[src/rtl/uop_buf_if.sv]
// uop_buf_if: producer-side handshake and uop_fetch control bundle for uop_buf_ctrl
interface uop_buf_if #(parameter int UOP_BUF_SIZE = 16);
  localparam int AW = $clog2(UOP_BUF_SIZE);
  logic clear;
  logic wr_valid;
  logic wr_ready;
  logic wr_en;
  logic [AW-1:0] wr_addr;
  logic fetch_stalled;
  logic fetch_enable;
  logic fetch_valid;
  logic [AW-1:0] rd_addr;
  logic [AW:0] count;
  logic full;
  logic empty;
  modport master (
    output clear, wr_valid, fetch_stalled,
    input wr_ready, wr_en, wr_addr, fetch_enable, fetch_valid, rd_addr, count, full, empty
  );
  modport slave (
    input clear, wr_valid, fetch_stalled,
    output wr_ready, wr_en, wr_addr, fetch_enable, fetch_valid, rd_addr, count, full, empty
  );
endinterface

[src/rtl/uop_buf_ctrl.sv]
// uop_buf_ctrl: micro-op buffer pointer/occupancy controller; UOP_BUF_STATS_EN adds hwm/stall_cycles stats
module uop_buf_ctrl #(
  parameter int UOP_BUF_SIZE = 16
) (
  input logic clk,
  input logic reset,
  uop_buf_if.slave bus
`ifdef UOP_BUF_STATS_EN
  ,
  output logic [$clog2(UOP_BUF_SIZE):0] hwm,
  output logic [15:0] stall_cycles
`endif
);
  localparam int AW = $clog2(UOP_BUF_SIZE);
  localparam logic [AW:0] DEPTH = (AW+1)'(UOP_BUF_SIZE);
  logic [AW-1:0] wptr_q, wptr_d, rptr_q, rptr_d;
  logic [AW:0] count_q, count_d;
  logic flush, full, empty, wr_ready, fetch_enable, push, pop;
  assign flush = reset || bus.clear;
  assign full = count_q == DEPTH;
  assign empty = count_q == '0;
  assign wr_ready = !full && !flush;
  assign fetch_enable = !empty && !bus.fetch_stalled && !flush;
  assign push = bus.wr_valid && wr_ready;
  assign pop = fetch_enable;
  always_comb begin
    wptr_d = flush ? '0 : wptr_q + AW'(push);
    rptr_d = flush ? '0 : rptr_q + AW'(pop);
    count_d = flush ? '0 : count_q + (AW+1)'(push) - (AW+1)'(pop);
  end
  always_ff @(posedge clk) begin
    if (reset) begin
      wptr_q <= '0;
      rptr_q <= '0;
      count_q <= '0;
    end else begin
      wptr_q <= wptr_d;
      rptr_q <= rptr_d;
      count_q <= count_d;
    end
  end
  assign bus.wr_ready = wr_ready;
  assign bus.wr_en = push;
  assign bus.wr_addr = wptr_q;
  assign bus.fetch_enable = fetch_enable;
  assign bus.fetch_valid = fetch_enable;
  assign bus.rd_addr = rptr_q;
  assign bus.count = count_q;
  assign bus.full = full;
  assign bus.empty = empty;
`ifdef UOP_BUF_STATS_EN
  // statistics survive clear; only reset wipes them
  logic [AW:0] hwm_q;
  logic [15:0] stall_q;
  always_ff @(posedge clk) begin
    if (reset) begin
      hwm_q <= '0;
      stall_q <= '0;
    end else begin
      if (count_d > hwm_q) hwm_q <= count_d;
      if (!empty && bus.fetch_stalled && stall_q != 16'hFFFF) stall_q <= stall_q + 16'd1;
    end
  end
  assign hwm = hwm_q;
  assign stall_cycles = stall_q;
`endif
endmodule

[src/flat_wrapper.sv]
// flat-port wrapper written by rule: the top's interface ports become plain ports
module uop_buf_ctrl_flat 
#(
  parameter int UOP_BUF_SIZE = 16
)
  (clk, reset, bus_clear, bus_wr_valid, bus_fetch_stalled, bus_wr_ready, bus_wr_en, bus_wr_addr, bus_fetch_enable, bus_fetch_valid, bus_rd_addr, bus_count, bus_full, bus_empty);
  uop_buf_if #(.UOP_BUF_SIZE(UOP_BUF_SIZE)) bus_i ();
  input logic clk;
  input logic reset;
  input wire logic [$bits(bus_i.clear)-1:0] bus_clear;
  input wire logic [$bits(bus_i.wr_valid)-1:0] bus_wr_valid;
  input wire logic [$bits(bus_i.fetch_stalled)-1:0] bus_fetch_stalled;
  output wire logic [$bits(bus_i.wr_ready)-1:0] bus_wr_ready;
  output wire logic [$bits(bus_i.wr_en)-1:0] bus_wr_en;
  output wire logic [$bits(bus_i.wr_addr)-1:0] bus_wr_addr;
  output wire logic [$bits(bus_i.fetch_enable)-1:0] bus_fetch_enable;
  output wire logic [$bits(bus_i.fetch_valid)-1:0] bus_fetch_valid;
  output wire logic [$bits(bus_i.rd_addr)-1:0] bus_rd_addr;
  output wire logic [$bits(bus_i.count)-1:0] bus_count;
  output wire logic [$bits(bus_i.full)-1:0] bus_full;
  output wire logic [$bits(bus_i.empty)-1:0] bus_empty;
  assign bus_i.clear = bus_clear;
  assign bus_i.wr_valid = bus_wr_valid;
  assign bus_i.fetch_stalled = bus_fetch_stalled;
  assign bus_wr_ready = bus_i.wr_ready;
  assign bus_wr_en = bus_i.wr_en;
  assign bus_wr_addr = bus_i.wr_addr;
  assign bus_fetch_enable = bus_i.fetch_enable;
  assign bus_fetch_valid = bus_i.fetch_valid;
  assign bus_rd_addr = bus_i.rd_addr;
  assign bus_count = bus_i.count;
  assign bus_full = bus_i.full;
  assign bus_empty = bus_i.empty;
  uop_buf_ctrl #(.UOP_BUF_SIZE(UOP_BUF_SIZE)) u_core (.clk(clk), .reset(reset), .bus(bus_i));
endmodule
[config.mk]
export PLATFORM = sky130hd
export DESIGN_NAME = uop_buf_ctrl_flat
export DESIGN_NICKNAME = d
export VERILOG_FILES = /design/src/rtl/uop_buf_if.sv /design/src/rtl/uop_buf_ctrl.sv /design/src/flat_wrapper.sv
export SDC_FILE = /design/constraint.sdc
export NUM_CORES = 1
export LEC_CHECK = 0
export CORE_MARGIN = 5
export CORE_UTILIZATION = 41
export CTS_BUF_LIST = sky130_fd_sc_hd__clkbuf_4 sky130_fd_sc_hd__clkbuf_8
export DETAILED_ROUTE_END_ITERATION = 12
export PLACE_DENSITY = 0.84
export SLEW_MARGIN = 20
export SYNTH_ARGS = -nofsm -noshare
export SYNTH_HDL_FRONTEND = slang
export SYNTH_SLANG_ARGS = --single-unit
[constraint.sdc]
create_clock -name clk -period 2.3 [get_ports clk]
set_input_delay 0.23 -clock clk [delete_from_list [all_inputs] [get_ports clk]]
set_output_delay 0.23 -clock clk [all_outputs]
set_load 0.005 [all_outputs]
==> summary.md <==
| Metric | Value |
|---|---|
| Most frequent cells in the layout | `clkdlybuf4s50_1, buf_4, dfxtp_1, nor2_1, ha_1` |
| Outcome | `finished, violations left` |
| Final instance area | `1191 um^2` |
| Grt peak-use layer | `met2` |
| Syn Area/Cell | `9.974 um^2` |
| Number of diodes | `0` |
| Synth Instances | `71` |
| Unrepaired setup endpoints after global routing | `true` |
| Fin Clk Skew | `0.003065 ns` |
| Tot GR Track Use | `13.71%` |
| Predominant post-synthesis flop cell | `dfxtp_1` |
| Clock Tree Buf Depth | `2` |
| Grt met1 use | `15.43%` |
| Share of flip-flops with an asynchronous set or reset | `0%` |
| Final Cycle Share | `112.0%` |
| DRC errors left | `0` |
| Final setup vio count | `1` |
| DRT iter0 DRCs | `5` |
| First-pass GRT wire length | `2656 um` |
| Crit path max fanout | `4` |
| Commonest non-fill, non-tap cell in the layout | `clkdlybuf4s50_1` |
| Clock Latency Late Sink | `0.27 ns` |
| # rows | `15` |
| Final Util | `70.52%` |
| Distinct cells, synth | `25` |
| Slew HR | `67.61%` |
| Cell Area, Placed | `1055 um^2` |
| Die area | `2658 um^2` |
| Failing checks | `negative setup slack` |
| Final Critical Period | `2.577 ns` |
| Clock Sinks | `13` |
| Placed insts | `121` |
| Final Max Slew Viols | `0` |
| Post-DP HPWL | `1341 um` |
| CP Capture Type | `flop` |
| Total Nets Final | `131` |
| GP Congestion | `0.7721` |
| Pre-CTS WS | `-0.4041 ns` |
| Root Buffer | `clkbuf_4` |
| Ports | `24` |
| Sequential element share of the synthesized area | `36.75%` |
| Least-Margin Pin Slew | `0.4841 ns` |
| Worst Path Arrival | `2.78 ns` |
| WHS | `0.5152 ns` |
| Core area | `1689 um^2` |
| WL final | `1857 um` |
| H-Tree Depth | `1` |
| Pin count of the biggest net entering global routing | `9` |
| Worst Path Required | `2.51 ns` |
| Met3 Use GR | `4.871%` |
| Initial core utilization | `41.93%` |
| Cts hold-fix bufs | `0` |
| Horiz. Die Dim | `51.56 um` |
| Pwr Total | `448.7 uW` |
| Crit Path Class | `in -> reg` |
| Peak supply drop | `0.3637 mV` |
| Total negative slack | `-0.2767 ns` |
| Layout area overhead | `68.20%` |
| GR Util met2 | `21.82%` |
| YS warnings | `0` |
| Post-DRT Antenna Nets | `0` |
| Synth Net Count | `87` |
| Final Non-Filler Cells | `131` |
| Vias in the first global route | `623` |
| CTS tree | `done` |
| Power density cells | `376.7 nW/um^2` |
| DIE HEIGHT | `51.56 um` |
| Final setup slack of the worst path | `-0.2767 ns` |
| EDFF count, synth | `0` |
| Initial antenna violation count | `0` |
| Avg WL per Cell | `14.18 um` |
| Overflow after GRT | `0` |
| Vias per std cell | `4.863` |
| Fraction of layout cells with a size suffix above 1 | `35.09%` |
| Cts bufs inserted | `3` |
| Highest Clock Rate | `388.1 MHz` |
| Synthesized cell area | `708.2 um^2` |
| Fin. Hold Viols | `0` |
| Maxcap violations | `0` |
| #FFs+latches synth | `13` |
| Pre-Repair DR Iteration Count | `2` |
| Port Buffers | `23` |
| Worst Hold Class | `reg -> reg` |
| P_leak | `0.5183 nW` |
| CTS clk-pin slew, worst paths | `0.08 ns` |
| DR vias | `637` |
| CP startpoint kind | `primary input` |
path summary, 6_finish.rpt:
check,startpoint,end,slack [ns],cells past startpoint
worst min register to register,u_core.bus.rd_addr[3]$_SDFF_PP0_,u_core.bus.rd_addr[3]$_SDFF_PP0_,0.52,2
worst max-delay path,bus_clear,u_core.bus.count[4]$_SDFF_PP0_,-0.28,11
worst max register to register,u_core.bus.count[3]$_SDFF_PP0_,u_core.bus.count[4]$_SDFF_PP0_,-0.27,13
worst min-delay path,u_core.bus.rd_addr[3]$_SDFF_PP0_,u_core.bus.rd_addr[3]$_SDFF_PP0_,0.52,2
sequential cells by signal (all words and copies together) (netlist names):
| signal | flops |
|---|---|
| u_core.bus.count | 5 |
| u_core.bus.wr_addr | 4 |
| u_core.bus.rd_addr | 4 |
power by group:
group	switching (mW)	leakage, nW	internal, mW
Sequential	0.00322	0.106	0.228
Clock	0.0766	0.0177	0.0644
Combinational	0.0314	0.394	0.0456
metal layers:
layer / vias to the layer above / routed length, um
met2: 22 / 957
met5: - / 0
li1: 323 / -
met3: 4 / 107
met1: 288 / 744
met4: 0 / 48
final cells by class:
| class | count | area, um^2 |
|---|---|---|
| Fill cell | 116 | 498.0 |
| Multi-Input combinational cell | 50 | 488.0 |
| Timing Repair Buffer | 41 | 367.9 |
| Sequential cell | 13 | 264.0 |
| Clock buffer | 3 | 22.52 |
| Inverter | 6 | 22.52 |
| Tap cell | 17 | 21.27 |
| Clock inverter | 1 | 5.005 |
worst max-delay path: stages:
cell             delay [ns]
clkdlybuf4s50_1        0.42
or2_1                  0.33
nor3_4                 0.26
ha_4                   0.24
inv_2                  0.06
ha_4                   0.13
inv_2                  0.04
fa_2                   0.38
nand2b_4               0.17
a2111oi_4              0.37
o21bai_1               0.16
kinds of logic (layout without fill, tap and decap cells):
kind of cell               after synthesis  count (layout)  synth area share (%)
AOI/OAI and AO/OA                        5               5                 7.422
xor gates and xnor gates                 6               6                 7.422
adders and majority gates               11              11                 20.49
buffers and inverters                    8              51                 5.830
DFF                                     13              13                 36.75
muxes                                    1               1                 1.413
and+or+nand+nor                         27              27                 20.67
cell usage after synthesis (2+ instances only):
cell / count / area [um^2]
a21oi_1: 2 / 10.01
and2_1: 6 / 37.54
dfxtp_1: 13 / 260.3
ha_1: 10 / 125.1
inv_1: 6 / 22.52
nand2_1: 3 / 11.26
nand3_1: 2 / 10.01
nor2_1: 8 / 30.03
xnor2_1: 3 / 26.28
xor2_1: 3 / 26.28
timing repair:
action	4_1_cts	5_1_grt
pin swaps	0	5
endpoints found under the setup margin	1	5
gates resized for setup	0	15
buffers inserted	1	5
No activity file was read; power rests on OpenSTA's default activity.
